==> src/rtl/fft_stage_ctrl.sv <==
// rtl/fft_stage_ctrl.sv - in-place radix-2 DIT FFT address sequencer
// Issues butterfly read/twiddle addresses per stage and the delayed write-back addresses.
module fft_stage_ctrl #(
  parameter int LOG2N  = 4,
  parameter int RD_LAT = 1,
  parameter int BF_LAT = 1,
  localparam int D     = RD_LAT + BF_LAT,
  localparam int SW    = ($clog2(LOG2N) < 1) ? 1 : $clog2(LOG2N)
) (
  input  logic             clk,
  input  logic             rst,
  input  logic             start,
  output logic             busy,
  output logic             done,
  output logic [SW-1:0]    stage,
  output logic             rd_en,
  output logic [LOG2N-1:0] rd_addr_a,
  output logic [LOG2N-1:0] rd_addr_b,
  output logic [LOG2N-2:0] tw_addr,
  output logic             wr_en,
  output logic [LOG2N-1:0] wr_addr_a,
  output logic [LOG2N-1:0] wr_addr_b
);

  localparam int KW = LOG2N - 1;
  localparam int DW = $clog2(D + 1);

  typedef enum logic [1:0] {IDLE, RUN, DRAIN, DONE} state_t;

  state_t           state_q, state_d;
  logic [SW-1:0]    s_q, s_d;
  logic [KW-1:0]    k_q, k_d;
  logic [DW-1:0]    dcnt_q, dcnt_d;
  logic             rd_en_q, rd_en_d;
  logic [LOG2N-1:0] a_q, b_q;
  logic [LOG2N-2:0] tw_q;

  logic             wr_en_pipe [D];
  logic [LOG2N-1:0] wa_pipe    [D];
  logic [LOG2N-1:0] wb_pipe    [D];

  // Operand A is k with a zero bit inserted at position s; B sets that bit.
  function automatic logic [LOG2N-1:0] addr_a(input logic [SW-1:0] s, input logic [KW-1:0] k);
    logic [LOG2N-1:0] kk;
    logic [LOG2N-1:0] m;
    kk = {1'b0, k};
    m  = (LOG2N'(1) << s) - LOG2N'(1);
    return (((kk >> s) << 1) << s) | (kk & m);
  endfunction

  function automatic logic [LOG2N-1:0] addr_b(input logic [SW-1:0] s, input logic [KW-1:0] k);
    return addr_a(s, k) | (LOG2N'(1) << s);
  endfunction

  function automatic logic [LOG2N-2:0] tw_idx(input logic [SW-1:0] s, input logic [KW-1:0] k);
    logic [LOG2N-1:0] kk;
    logic [LOG2N-1:0] t;
    int               sh;
    kk = {1'b0, k};
    sh = LOG2N - 1 - int'(s);
    t  = (kk & ((LOG2N'(1) << s) - LOG2N'(1))) << sh;
    return t[LOG2N-2:0];
  endfunction

  always_comb begin
    state_d = state_q;
    s_d     = s_q;
    k_d     = k_q;
    dcnt_d  = dcnt_q;
    rd_en_d = 1'b0;
    case (state_q)
      IDLE: begin
        if (start) begin
          state_d = RUN;
          s_d     = '0;
          k_d     = '0;
          rd_en_d = 1'b1;
        end
      end
      RUN: begin
        if (k_q == '1) begin
          state_d = DRAIN;
          dcnt_d  = DW'(D);
        end else begin
          k_d     = k_q + KW'(1);
          rd_en_d = 1'b1;
        end
      end
      DRAIN: begin
        if (dcnt_q == DW'(1)) begin
          if (s_q == SW'(LOG2N - 1)) begin
            state_d = DONE;
          end else begin
            state_d = RUN;
            s_d     = s_q + SW'(1);
            k_d     = '0;
            rd_en_d = 1'b1;
          end
        end else begin
          dcnt_d = dcnt_q - DW'(1);
        end
      end
      DONE: state_d = IDLE;
      default: state_d = IDLE;
    endcase
  end

  always_ff @(posedge clk or posedge rst) begin
    if (rst) begin
      state_q <= IDLE;
      s_q     <= '0;
      k_q     <= '0;
      dcnt_q  <= '0;
      rd_en_q <= 1'b0;
      a_q     <= '0;
      b_q     <= '0;
      tw_q    <= '0;
    end else begin
      state_q <= state_d;
      s_q     <= s_d;
      k_q     <= k_d;
      dcnt_q  <= dcnt_d;
      rd_en_q <= rd_en_d;
      // addresses only move on a read issue, so they hold through drain
      if (rd_en_d) begin
        a_q  <= addr_a(s_d, k_d);
        b_q  <= addr_b(s_d, k_d);
        tw_q <= tw_idx(s_d, k_d);
      end
    end
  end

  always_ff @(posedge clk or posedge rst) begin
    if (rst) begin
      for (int i = 0; i < D; i++) begin
        wr_en_pipe[i] <= 1'b0;
        wa_pipe[i]    <= '0;
        wb_pipe[i]    <= '0;
      end
    end else begin
      wr_en_pipe[0] <= rd_en_q;
      wa_pipe[0]    <= a_q;
      wb_pipe[0]    <= b_q;
      for (int i = 1; i < D; i++) begin
        wr_en_pipe[i] <= wr_en_pipe[i-1];
        wa_pipe[i]    <= wa_pipe[i-1];
        wb_pipe[i]    <= wb_pipe[i-1];
      end
    end
  end

  assign busy      = (state_q != IDLE);
  assign done      = (state_q == DONE);
  assign stage     = s_q;
  assign rd_en     = rd_en_q;
  assign rd_addr_a = a_q;
  assign rd_addr_b = b_q;
  assign tw_addr   = tw_q;
  assign wr_en     = wr_en_pipe[D-1];
  assign wr_addr_a = wa_pipe[D-1];
  assign wr_addr_b = wb_pipe[D-1];

endmodule

==> config.mk <==
export PLATFORM = sky130hd
export DESIGN_NAME = fft_stage_ctrl
export DESIGN_NICKNAME = d
export VERILOG_FILES = /design/src/rtl/fft_stage_ctrl.sv
export SDC_FILE = /design/constraint.sdc
export NUM_CORES = 1
export LEC_CHECK = 0
export ABC_AREA = 1
export BUFFER_PORTS_ARGS = -buffer_cell sky130_fd_sc_hd__buf_2
export CAP_MARGIN = 20
export CORE_MARGIN = 5
export CORE_UTILIZATION = 58
export DETAILED_ROUTE_END_ITERATION = 10
export PLACE_DENSITY = 0.82
export SLEW_MARGIN = 10
export SYNTH_ARGS = -nofsm -noshare
export SYNTH_HDL_FRONTEND = slang
export SYNTH_SLANG_ARGS = --single-unit
==> constraint.sdc <==
create_clock -name clk -period 2.3 [get_ports clk]
set_clock_uncertainty 0.05 [all_clocks]
set_input_delay 0.345 -clock clk [delete_from_list [all_inputs] [get_ports clk]]
set_output_delay 0.345 -clock clk [all_outputs]
set_load 0.005 [all_outputs]
-- Word-level counts from Yosys, hierarchy flattened
Cells that the tools add are included.
- reduce and logical (&&, ||, !) cells: 5
- shift operators: 4
- multiplexer cells: 21
- eq/ne operators: 10
- bitwise gates (word level): 4
- add/sub/neg operators: 6
- operator list (cell ; number):
    $shl A4 B32 Y3 ; 1
    $mux W2 ; 8
    $mux W3 ; 4
    $pmux W3 S3 ; 1
    $and A3 B4 Y4 ; 2
    $ne A2 B2 Y1 const B ; 4
    $or A4 B4 Y4 ; 2
    $pmux W2 S2 ; 2
    $pmux W2 S4 ; 1
    $eq A2 B2 Y1 const B ; 3
    $reduce_and A3 Y1 ; 2
    $eq A2 B1 Y1 const B ; 2
    $mux W1 ; 4
    $reduce_bool A2 Y1 ; 2
    $shl A1 B2 Y4 const A ; 1
    $shl A4 B2 Y4 ; 1
    $sub A4 B1 Y4 const B ; 1
    $sub A4 B2 Y4 const B ; 1
    $add A3 B1 Y3 const B ; 1
    $eq A3 B3 Y1 const B ; 1
    $pmux W1 S3 ; 1
    $shr A3 B2 Y3 ; 1
    $sub A2 B2 Y3 const A ; 1
    $add A2 B1 Y2 const B ; 1
    2 further kinds ; 2
- bits of input ports: 3
- logic and storage cells: 64
- output and inout port bits: 25
- register bits after elaboration: 39

-- Longest topological paths before layout
Gate-level depths: netlist of run 1.
- depth in word-level cells: 9
- depth in mapped cells: 13
- depth with buffers taken out: 13

-- Least setup slack after synthesis of run 1
OpenSTA, ideal clock, no wires.
- path kind: register -> register
- from: reg k_q[0]
- to: reg b_q[2], in the netlist rd_addr_b[2]
- setup time: 0.113 ns
- setup slack: 0.816 ns
- buffers on the path: 1
- stages on the path, launching flop included: 11
- clock period less this slack: 1.484 ns
- data required time: 2.137 ns
- arrival time: 1.322 ns
- cell sequence: dfrtp_1 > ha_1 > nand2_1 > inv_1 > nor2_2 > nor3_2 > buf_4 > nor2_1 > nand3_1 > nand2_1 > inv_1
- cells in the longest elaborated chain, start to end: 7
- elaborated cells between the ends (all ways): 14
- classes of those cells: add/sub: 1; eq/ne: 1; shift: 2; mux: 7; bitwise: 3
- RTL lines (what ; RTL line ; RTL):
    from (decl) ; 32 ; logic [KW-1:0] k_q, k_d;
    from (signal assigned) ; 121 ; k_q <= k_d;
    $add A3 B1 Y3 (tied with other cells) ; 85 ; k_d = k_q + KW'(1);
    $mux W3 (on tied branches) ; 81, 90 ;
    $pmux W3 S3 ; 71 ; case (state_q)
    $shr A3 B2 Y3 ; 48 ; return (((kk >> s) << 1) << s) | (kk & m);
    $shl A4 B2 Y4 ; 48 ;
    $or A4 B4 Y4 ; 48 ;
    $or A4 B4 Y4 ; 52 ; return addr_a(s, k) | (LOG2N'(1) << s);
    to (signal assigned) ; 127 ; b_q <= addr_b(s_d, k_d);
    to (decl) ; 35 ; logic [LOG2N-1:0] a_q, b_q;
Parallel ways exist; a longest one is shown, timed or not.
A chain may end at the register's enable or synchronous reset.

-- Final worst setup path of run 1
- from: reg k_q[0]
- to: reg tw_q[2], in the netlist tw_addr[2]
- cells in the longest elaborated chain, start to end: 5
- elaborated cells between the ends (all ways): 11
- classes of those cells: add/sub: 1; eq/ne: 1; shift: 1; mux: 7; bitwise: 1
- RTL lines (what ; RTL line ; RTL):
    $add A3 B1 Y3 (tied with other cells) ; 85 ;
    $mux W3 (on tied branches) ; 81, 90 ;
    $pmux W3 S3 * ; 71 ;
    via k_d[0] ; 32 ;
    $and A3 B4 Y4 * ; 61 ; t = (kk & ((LOG2N'(1) << s) - LOG2N'(1))) << sh;
    $shl A4 B32 Y3 * ; 61 ;
    to (signal assigned) ; 128 ; tw_q <= tw_idx(s_d, k_d);
    to (decl) ; 36 ; logic [LOG2N-2:0] tw_q;
Mark *: on every way through the listed nets, which the timed path passes. The rest lies on a longest branch.

==> flow_summary.ini, run 1 <==
[drt]
vias = 1224
initialDrtViolationCount = 58
totalWireLength_um = 3060
detail_route.first_pass.iterations = 4
viasPerCell = 5.21
drcViolationCount = 0
drt-wirelength-per-cell_um = 13.0
final_antenna_net_count = 0

[placed_design]
pre_cts_slack_ns = 0.628
buffer_ports.inserted = 27
globalplace.congestion = 0.917
hpwlAfterDp_um = 2330

[layout]
finalNetCount = 208
post_route_cells_drive_above_1_share_pct = 27.9
highest_count_cells_in_the_layout_ignoring_fill_and_taps = nand2_1, dfrtp_1, buf_2
layout.cells.most_common = nand2_1
area_growth_syn_to_layout_pct = 11.5
num_antenna_cells = 0

[critical_path]
crit_required_ns = 2.50
crit_arrival_ns = 1.91
crit_path_start = k_q[0]$_DFF_PP0_
worst_r2r_startpoint = k_q[0]$_DFF_PP0_
crit_slowest_cell = dfrtp_1
critical_path.startpoint_type = register
worstPathMaxFanout = 7
cp-end-kind = register
reg2reg_slack_ns = 0.59
timing.critical_path.buf_inv = 1
critical_path.top_delay_family = simple AND/OR/NAND/NOR gates
stage_delay_of_the_slowest_cell_on_the_critical_path_ns = 0.42
critical_path_class = register to register
cp_cell_sequence = ha_1 -> nand2_1 -> inv_1 -> nand2_1 -> nand3_1 -> nand3_1 -> nand2_1 -> nand2_1 -> nor2_1 -> nor2_1
timing.critical_path.mode_cell = nand2_1

[synthesis]
synthesis.instances = 176
yosys_warnings = 0
syn_nets = 181
yosys.area.top_type_share_pct = 59.1
yosysSeqAreaShare_pct = 59.1
synth-seq-cells = 39
post_synthesis_cell_area_um2 = 1650
synth_area_per_cell_um2 = 9.38
post_synth_main_area_contributors = dfrtp_1, nand2_1, nand3_1
yosysTopAreaCell = dfrtp_1
netlist-cell-type-count = 21

[die]
floorplan.initialDensity_pct = 60.4
core_area_um2 = 2730
die-area_um2 = 4010
dieWidth_um = 63.3
pin_count = 28
placementRows = 19
chipHeight_um = 63.3

[timing]
relSlewSlack_pct = 64.6
rsz_0062_raised_after_global_routing = no
timing.setup.tns_ns = 0
finalMaxSlewViolations = 0
worst_slew_pin_slew_ns = 0.530
report.final.hold_viol_count = 0
final-setup-viol-count = 0
period_minus_slack_ns = 1.71
timing.final.crit_share_pct = 74.5
timing.final.ws_setup_ns = 0.586
maximum_achievable_frequency_ghz = 0.583

[global_route]
antenna_violations_before_repair = 0
grt_pass1_vias = 1225
grt_first_pass_wirelength_um = 5510
grt_start_max_net_pins = 29
track_usage_pct = 17.3
grt_overflow_total = 0

[flow_run]
maxCapViolations = 0

[hold_path]
hold_path_startpoint = wb_pipe[7]$_DFF_PP0_
hold_path_class = register to register

[cts]
numClockSinks = 39
clock_tree.root_cell = clkbuf_4
post_cts_gate_resize_count = 0
cts_htree_levels = 2
tritoncts_clock_tree = done
worst_skew_pair.late_latency_ns = 0.34
cts_max_path_buffers = 2
cts_made_buffers = 5
cts.clk_slew.worst_paths_ns = 0.12

[power_and_ir_drop]
power.static_leakage_uw = 0.00101
power.ir.vdd_worst_mv = 0.961
ratio_of_total_power_to_cell_area_nw_per_um2 = 1390

[status]
run_status = complete, no violations
==> kinds of logic after synthesis <==
group	synth area share [%]
buffers and inverters	10.1
AO/OA/AOI/OAI	4.40
AND/OR/NAND/NOR	24.9
adder cells (fa/ha/maj)	1.52
flip-flops	59.1
==> state kept, by name, indices dropped and copies added (netlist names) <==
signal,flops
wr_en_pipe,1
tw_addr,3
wr_addr_a,4
wa_pipe,4
state_q,2
rd_addr_a,4
rd_en,1
wb_pipe,4
k_q,3
dcnt_q,2
wr_en,1
rd_addr_b,4
wr_addr_b,4
stage,2
==> cells in the mapped netlist <==
cell      number
a21oi_1        3
a21oi_2        1
a31o_2         1
buf_4          9
buf_6          1
clkinv_2       1
dfrtp_1       39
ha_1           2
inv_1         17
inv_2          5
nand2_1       50
nand2_2        3
nand2_4        2
nand3_1       14
nand3_2        2
nor2_1        12
nor2_2         3
nor2_4         1
nor3_2         1
o21ai_0        8
or2_0          1
==> per-stage QoR <==
| stage | utilization, % | instance area (um^2) | total power (uW) | hold slack [ns] | cells |
|---|---|---|---|---|---|
| 3_3_place_gp | 64.9 | 1770 | 2150 | 0.284 | 226 |
| 6_report | 67.3 | 1840 | 2550 | 0.308 | 235 |
| 2_1_floorplan | - | 1650 | 1940 | 0.281 | 176 |
| 5_1_grt | 67.3 | 1840 | 2790 | 0.307 | 235 |
| 4_1_cts | 67.3 | 1840 | 2570 | 0.308 | 235 |
| 3_5_place_dp | 64.9 | 1770 | 2230 | 0.286 | 226 |
==> final timing paths <==
check                                         end  depth (start not counted)
max in group asynchronous  wr_addr_b[1]$_DFF_PP0_                          4
hold / removal             wr_addr_b[3]$_DFF_PP0_                          0
min in group asynchronous  tw_addr[2]$_DFFE_PP0P_                          3
setup / recovery           tw_addr[2]$_DFFE_PP0P_                         10
hold reg to reg            wr_addr_b[3]$_DFF_PP0_                          0
setup reg to reg           tw_addr[2]$_DFFE_PP0P_                         10
==> power breakdown <==
group / switching, uW / leakage [uW] / internal [uW]
clock: 219 / 0.0000272 / 117
combinational: 698 / 0.000500 / 401
sequential: 156 / 0.000486 / 962
total: 1070 / 0.00101 / 1480
==> timing repair <==
action                                 CTS  global route
buffers inserted                         0             0
endpoints found under the hold margin   11             0
hold buffers                             1             0
==> cell type report <==
cell class | instances | area, um^2
fillers | 196 | 893
inverters | 23 | 87.6
multi-input cells | 104 | 508
flip-flops and latches | 39 | 976
clock buffers | 5 | 37.5
repair buffers | 30 | 173
well taps | 31 | 38.8
clock inverters | 3 | 20.0
==> per-layer routing <==
metal | track usage (%) | routed length, um | up-vias
li1 | - | - | 596
met1 | 21.0 | 1260 | 567
met2 | 28.0 | 1520 | 53
met3 | 5.15 | 210 | 8
met4 | 8.05 | 74 | 0
met5 | 0 | 0 | -
Power figures use the tool's default switching activity.
==> run 2, diff against run 1 <==
--- a/config.mk
+++ b/config.mk
@@ -9,9 +9,9 @@
 export BUFFER_PORTS_ARGS = -buffer_cell sky130_fd_sc_hd__buf_2
 export CAP_MARGIN = 20
 export CORE_MARGIN = 5
-export CORE_UTILIZATION = 58
+export CORE_UTILIZATION = 54
 export DETAILED_ROUTE_END_ITERATION = 10
-export PLACE_DENSITY = 0.82
+export PLACE_DENSITY = 0.77
 export SLEW_MARGIN = 10
 export SYNTH_ARGS = -nofsm -noshare
 export SYNTH_HDL_FRONTEND = slang
==> constraint.sdc (replaced) <==
create_clock -name clk -period 1.75 [get_ports clk]
set_clock_uncertainty 0.05 [all_clocks]
set_input_delay 0.2625 -clock clk [delete_from_list [all_inputs] [get_ports clk]]
set_output_delay 0.2625 -clock clk [all_outputs]
set_load 0.005 [all_outputs]
==> run 2 against run 1 <==
  * Wire length up 6.4%
  * Register-to-register slack got worse by 0.53 ns
  * Core utilization shrank 4.1 points
  * Maximum frequency is 1.1% higher
  * Clock-buffer cell count unchanged
  * Clock power rose by 35%
  * Non-clock buffer count rose by 4
  * Hold slack worse by 0.054 ns
  * Sequential power increased by 31%
  * Die area rose by 6.2%
  * Largest power group is now combinational cells
==> flow_summary.ini, run 2 (synthesized netlist as in run 1, its figures left out) <==
[layout]
post_route_cells_drive_above_1_share_pct = 32.1
area_growth_syn_to_layout_pct = 15.0
num_antenna_cells = 0
layout.core_utilization_pct = 63.2
layout.cells.most_common = nand2_1
highest_count_cells_in_the_layout_ignoring_fill_and_taps = nand2_1, dfrtp_1, buf_2
nFillCells = 230
finalNetCount = 213

[drt]
drt-wirelength-per-cell_um = 13.5
totalWireLength_um = 3260
initialDrtViolationCount = 73
detail_route.first_pass.iterations = 4
dr_wl_met2_um = 1590
final_antenna_net_count = 0
met3_length_um = 171
detail_route.wirelength.met1_um = 1380
viasPerCell = 5.23
route.top_layer_used = met4
vias = 1266
drcViolationCount = 0

[critical_path]
crit_arrival_ns = 1.88
critical_path_class = register to register
cp-end-kind = register
reg2reg_slack_ns = 0.06
worstPathMaxFanout = 6
crit_required_ns = 1.93
crit-reg2reg-capture = tw_addr[1]$_DFFE_PP0P_
critical_path.startpoint_type = register
timing.reg2reg.worst_path_depth = 8
worst_r2r_startpoint = dcnt_q[1]$_DFFE_PP0P_

[cts]
cts_htree_levels = 2
cts.clk_slew.worst_paths_ns = 0.11
worst_skew_pair.late_latency_ns = 0.36
numClockSinks = 39
cts_made_buffers = 5
clock_tree.root_cell = clkbuf_4
cts_max_path_buffers = 2
tritoncts_clock_tree = done

[timing]
timing.final.ws_setup_ns = 0.0551
maximum_achievable_frequency_ghz = 0.590
timing.final.crit_share_pct = 96.9
period_minus_slack_ns = 1.69
final-setup-viol-count = 0
relSlewSlack_pct = 69.0
rsz_0062_raised_after_global_routing = yes
finalMaxSlewViolations = 0
report.final.hold_viol_count = 0
worst_slew_pin_slew_ns = 0.466

[die]
chipHeight_um = 65.3
placementRows = 20
core_area_um2 = 3000
pin_count = 28
dieWidth_um = 65.3
die-area_um2 = 4260
floorplan.initialDensity_pct = 55.0

[global_route]
antenna_violations_before_repair = 0
grt_pass1_vias = 1181
track_usage_pct = 16.8
grt_start_max_net_pins = 40
grt_first_pass_wirelength_um = 5400
grt_overflow_total = 0

[placed_design]
pre_cts_slack_ns = 0.0684
buffer_ports.inserted = 27
globalplace.congestion = 0.906
hpwlAfterDp_um = 2240

[flow_run]
maxCapViolations = 0

[status]
run_status = complete, no violations

[hold_path]
hold_path_startpoint = start
hold_path_class = input port to register
timing.hold.worst_path_depth = 3
hold_path_end = state_q[0]$_DFFE_PP0P_

[power_and_ir_drop]
power.ir.vdd_worst_mv = 0.816
power.static_leakage_uw = 0.00103
ratio_of_total_power_to_cell_area_nw_per_um2 = 1880
total_power_uw = 3570
-- run 2: final cells by class --
| class | count | area (um^2) | share of cell area [%] |
|---|---|---|---|
| Sequential cell | 39 | 976 | 51.4 |
| Multi-Input combinational cell | 104 | 534 | 28.1 |
| Timing Repair Buffer | 34 | 194 | 10.2 |
| Inverter | 23 | 87.6 | 4.61 |
| Tap cell | 33 | 41.3 | 2.18 |
| Clock buffer | 5 | 37.5 | 1.98 |
| Clock inverter | 3 | 20.0 | 1.05 |
| Timing Repair inverter | 1 | 7.51 | 0.396 |
-- run 2: metrics by stage --
step,instances,cell area [um^2],TNS (ns),hold slack (ns)
2_1_floorplan,176,1650,0,0.281
3_3_place_gp,228,1760,0,0.282
3_5_place_dp,228,1760,0,0.285
4_1_cts,237,1830,0,0.234
5_1_grt,242,1900,-0.150,0.279
6_report,242,1900,0,0.254
-- run 2: worst max-delay path: stages, from the launching register on --
cell,delay [ns]
dfrtp_1,0.38
inv_1,0.08
ha_4,0.19
nand2_2,0.08
nor2_1,0.07
nor3_4,0.30
clkinvlp_4,0.22
nand3_1,0.13
nand3_1,0.09
-- run 2: timing repair --
item	4_1_cts	5_1_grt
hold buffers	1	0
hold endpoints to repair	39	0
endpoints found under the setup margin	0	8
buffers inserted	0	4
resized for setup	0	10
-- run 2: power breakdown --
| part | leakage, uW | total (uW) | internal, uW | switching [uW] |
|---|---|---|---|---|
| clock | 0.0000272 | 452 | 153 | 298 |
| sequential | 0.000486 | 1470 | 1260 | 205 |
| combinational | 0.000516 | 1650 | 646 | 1000 |
| total | 0.00103 | 3570 | 2060 | 1510 |
-- run 2: per-layer routing --
| metal | up-vias | GRT usage, % |
|---|---|---|
| met4 | 0 | 10.6 |
| met3 | 15 | 4.27 |
| li1 | 601 | - |
| met2 | 57 | 25.7 |
| met5 | - | 0 |
| met1 | 593 | 21.2 |
-- run 2: how the worst max path moves through the flow --
stage | start | depth (start not counted) | endpoint | slack [ns]
5_1_grt | k_q[0]$_DFF_PP0_ | 8 | rd_addr_b[3]$_DFFE_PP0P_ | -0.05
6_report | dcnt_q[1]$_DFFE_PP0P_ | 8 | tw_addr[1]$_DFFE_PP0P_ | 0.06
2_1_floorplan | k_q[0]$_DFF_PP0_ | 10 | rd_addr_b[2]$_DFFE_PP0P_ | 0.27
3_5_place_dp | k_q[1]$_DFF_PP0_ | 9 | rd_addr_b[2]$_DFFE_PP0P_ | 0.07
4_1_cts | k_q[1]$_DFF_PP0_ | 9 | rd_addr_b[2]$_DFFE_PP0P_ | 0.05
3_3_place_gp | k_q[1]$_DFF_PP0_ | 9 | rd_addr_b[2]$_DFFE_PP0P_ | 0.16
==> run 3, diff against run 2 <==
--- a/config.mk
+++ b/config.mk
@@ -12,6 +12,7 @@
 export CORE_UTILIZATION = 54
 export DETAILED_ROUTE_END_ITERATION = 10
 export PLACE_DENSITY = 0.77
+export REMOVE_ABC_BUFFERS = 1
 export SLEW_MARGIN = 10
 export SYNTH_ARGS = -nofsm -noshare
 export SYNTH_HDL_FRONTEND = slang
==> run 3 against run 2 <==
  * First-iteration DRC count down 25%
  * Die area is the same
  * Critical path type unchanged
  * Core utilization decreased by 0.12 points
  * Maximum frequency increased by 2.9%
  * Clock-buffer cell count stayed put
==> flow_summary.ini, run 3 (synthesized netlist as in run 1, its figures left out) <==
[die]
chipHeight_um = 65.3
pin_count = 28
core_area_um2 = 3000
placementRows = 20
floorplan.initialDensity_pct = 55.0
die-area_um2 = 4260
dieWidth_um = 65.3

[timing]
final-setup-viol-count = 0
timing.final.crit_share_pct = 94.1
relSlewSlack_pct = 68.2
timing.setup.tns_ns = 0
report.final.hold_viol_count = 0
period_minus_slack_ns = 1.65
maximum_achievable_frequency_ghz = 0.607
finalMaxSlewViolations = 0
worst_slew_pin_slew_ns = 0.477

[layout]
post_route_cells_drive_above_1_share_pct = 31.3
area_growth_syn_to_layout_pct = 14.8
finalNetCount = 212
num_antenna_cells = 0
layout.cells.most_common = nand2_1
highest_count_cells_in_the_layout_ignoring_fill_and_taps = nand2_1, dfrtp_1, buf_2
layout.core_utilization_pct = 63.1

[cts]
numClockSinks = 39
clock_tree.root_cell = clkbuf_4
cts.clk_slew.worst_paths_ns = 0.11
tritoncts_clock_tree = done
worst_skew_pair.late_latency_ns = 0.34
cts_htree_levels = 2
cts_made_buffers = 5
cts_max_path_buffers = 2

[critical_path]
worstPathMaxFanout = 12
stage_delay_of_the_slowest_cell_on_the_critical_path_ns = 0.40
timing.critical_path.buf_inv = 3
cp-end-kind = register
crit_slowest_cell = dfrtp_1
crit_required_ns = 1.95
reg2reg_slack_ns = 0.10
cp_cell_sequence = ha_1 -> nand2_1 -> inv_2 -> nor2_2 -> nor3_2 -> inv_2 -> or2_0 -> nand2_1 -> inv_1
worst_r2r_startpoint = k_q[0]$_DFF_PP0_
crit_arrival_ns = 1.85
crit-reg2reg-capture = rd_addr_b[2]$_DFFE_PP0P_
timing.reg2reg.worst_path_depth = 9
critical_path.top_delay_family = simple AND/OR/NAND/NOR gates
critical_path.startpoint_type = register
critical_path_class = register to register

[placed_design]
globalplace.congestion = 0.861
hpwlAfterDp_um = 2170
buffer_ports.inserted = 27

[power_and_ir_drop]
power.static_leakage_uw = 0.00105
ratio_of_total_power_to_cell_area_nw_per_um2 = 1890
power.ir.vdd_worst_mv = 0.869

[hold_path]
hold_path_end = state_q[0]$_DFFE_PP0P_
hold_path_startpoint = start
hold_path_class = input port to register
timing.hold.worst_path_depth = 3

[global_route]
grt_start_max_net_pins = 40
antenna_violations_before_repair = 0
grt_first_pass_wirelength_um = 5260
track_usage_pct = 16.4
grt_overflow_total = 0
grt_pass1_vias = 1233

[drt]
totalWireLength_um = 2990
initialDrtViolationCount = 55
drt-wirelength-per-cell_um = 12.4
final_antenna_net_count = 0
drcViolationCount = 0
detail_route.first_pass.iterations = 4
vias = 1206
viasPerCell = 5.00

[status]
run_status = complete, no violations

[flow_run]
maxCapViolations = 0
run 3: final cells by class:
type / instances / area [um^2]
Clock inverter: 3 / 43.8
Tap cell: 33 / 41.3
Timing Repair Buffer: 34 / 190
Sequential cell: 39 / 976
Clock buffer: 5 / 37.5
Fill cell: 253 / 1110
Multi-Input combinational cell: 104 / 518
Inverter: 23 / 87.6
run 3: worst register-to-register path: stages, from the launching register on:
cell and delay, ns:
dfrtp_1 0.40, ha_1 0.18, nand2_1 0.10, inv_2 0.10, nor2_2 0.05, nor3_2 0.21, inv_2 0.14, or2_0 0.22
nand2_1 0.07, inv_1 0.04
run 3: layer usage:
metal	routed length [um]	GRT usage, %	vias to the layer above
li1	-	-	597
met1	1210	17.5	572
met2	1560	29.0	29
met3	138	4.10	8
met4	82	9.84	0
met5	0	0	-
run 3: how the worst max path moves through the flow:
stage,start,to,slack (ns),cells after the start
after floorplan,k_q[0]$_DFF_PP0_,rd_addr_b[2]$_DFFE_PP0P_,-0.08,9
final,k_q[0]$_DFF_PP0_,rd_addr_b[2]$_DFFE_PP0P_,0.10,9
after global routing,k_q[0]$_DFF_PP0_,rd_addr_b[2]$_DFFE_PP0P_,-0.003,9
after global placement,dcnt_q[0]$_DFFE_PP0P_,rd_addr_b[2]$_DFFE_PP0P_,0.17,8
after CTS,k_q[0]$_DFF_PP0_,rd_addr_b[2]$_DFFE_PP0P_,0.04,9
after detailed placement,k_q[0]$_DFF_PP0_,rd_addr_b[2]$_DFFE_PP0P_,0.06,9
run 3: timing repair:
item / in CTS / in global routing
buffers inserted: 0 / 4
endpoints found under the setup margin: 0 / 5
hold buffers: 1 / 0
hold endpoints to repair: 39 / 0
gates resized for setup: 0 / 4
run 3: stage by stage:
stage                     setup WS (ns)  cells  power, uW  hold WS [ns]  instance area (um^2)
final                             0.103    241       3590         0.274                  1890
after global routing           -0.00321    241       3910         0.267                  1890
after CTS                        0.0371    237       3500         0.266                  1850
after detailed placement         0.0564    228       2900         0.286                  1760
after global placement            0.168    228       2830         0.282                  1760
after floorplan                 -0.0764    166       2400         0.281                  1570
run 3: power breakdown:
part           switching [uW]  internal [uW]  total, uW
sequential                202           1260       1470
combinational             912            613       1530
clock                     292            301        593
total                    1410           2180       3590
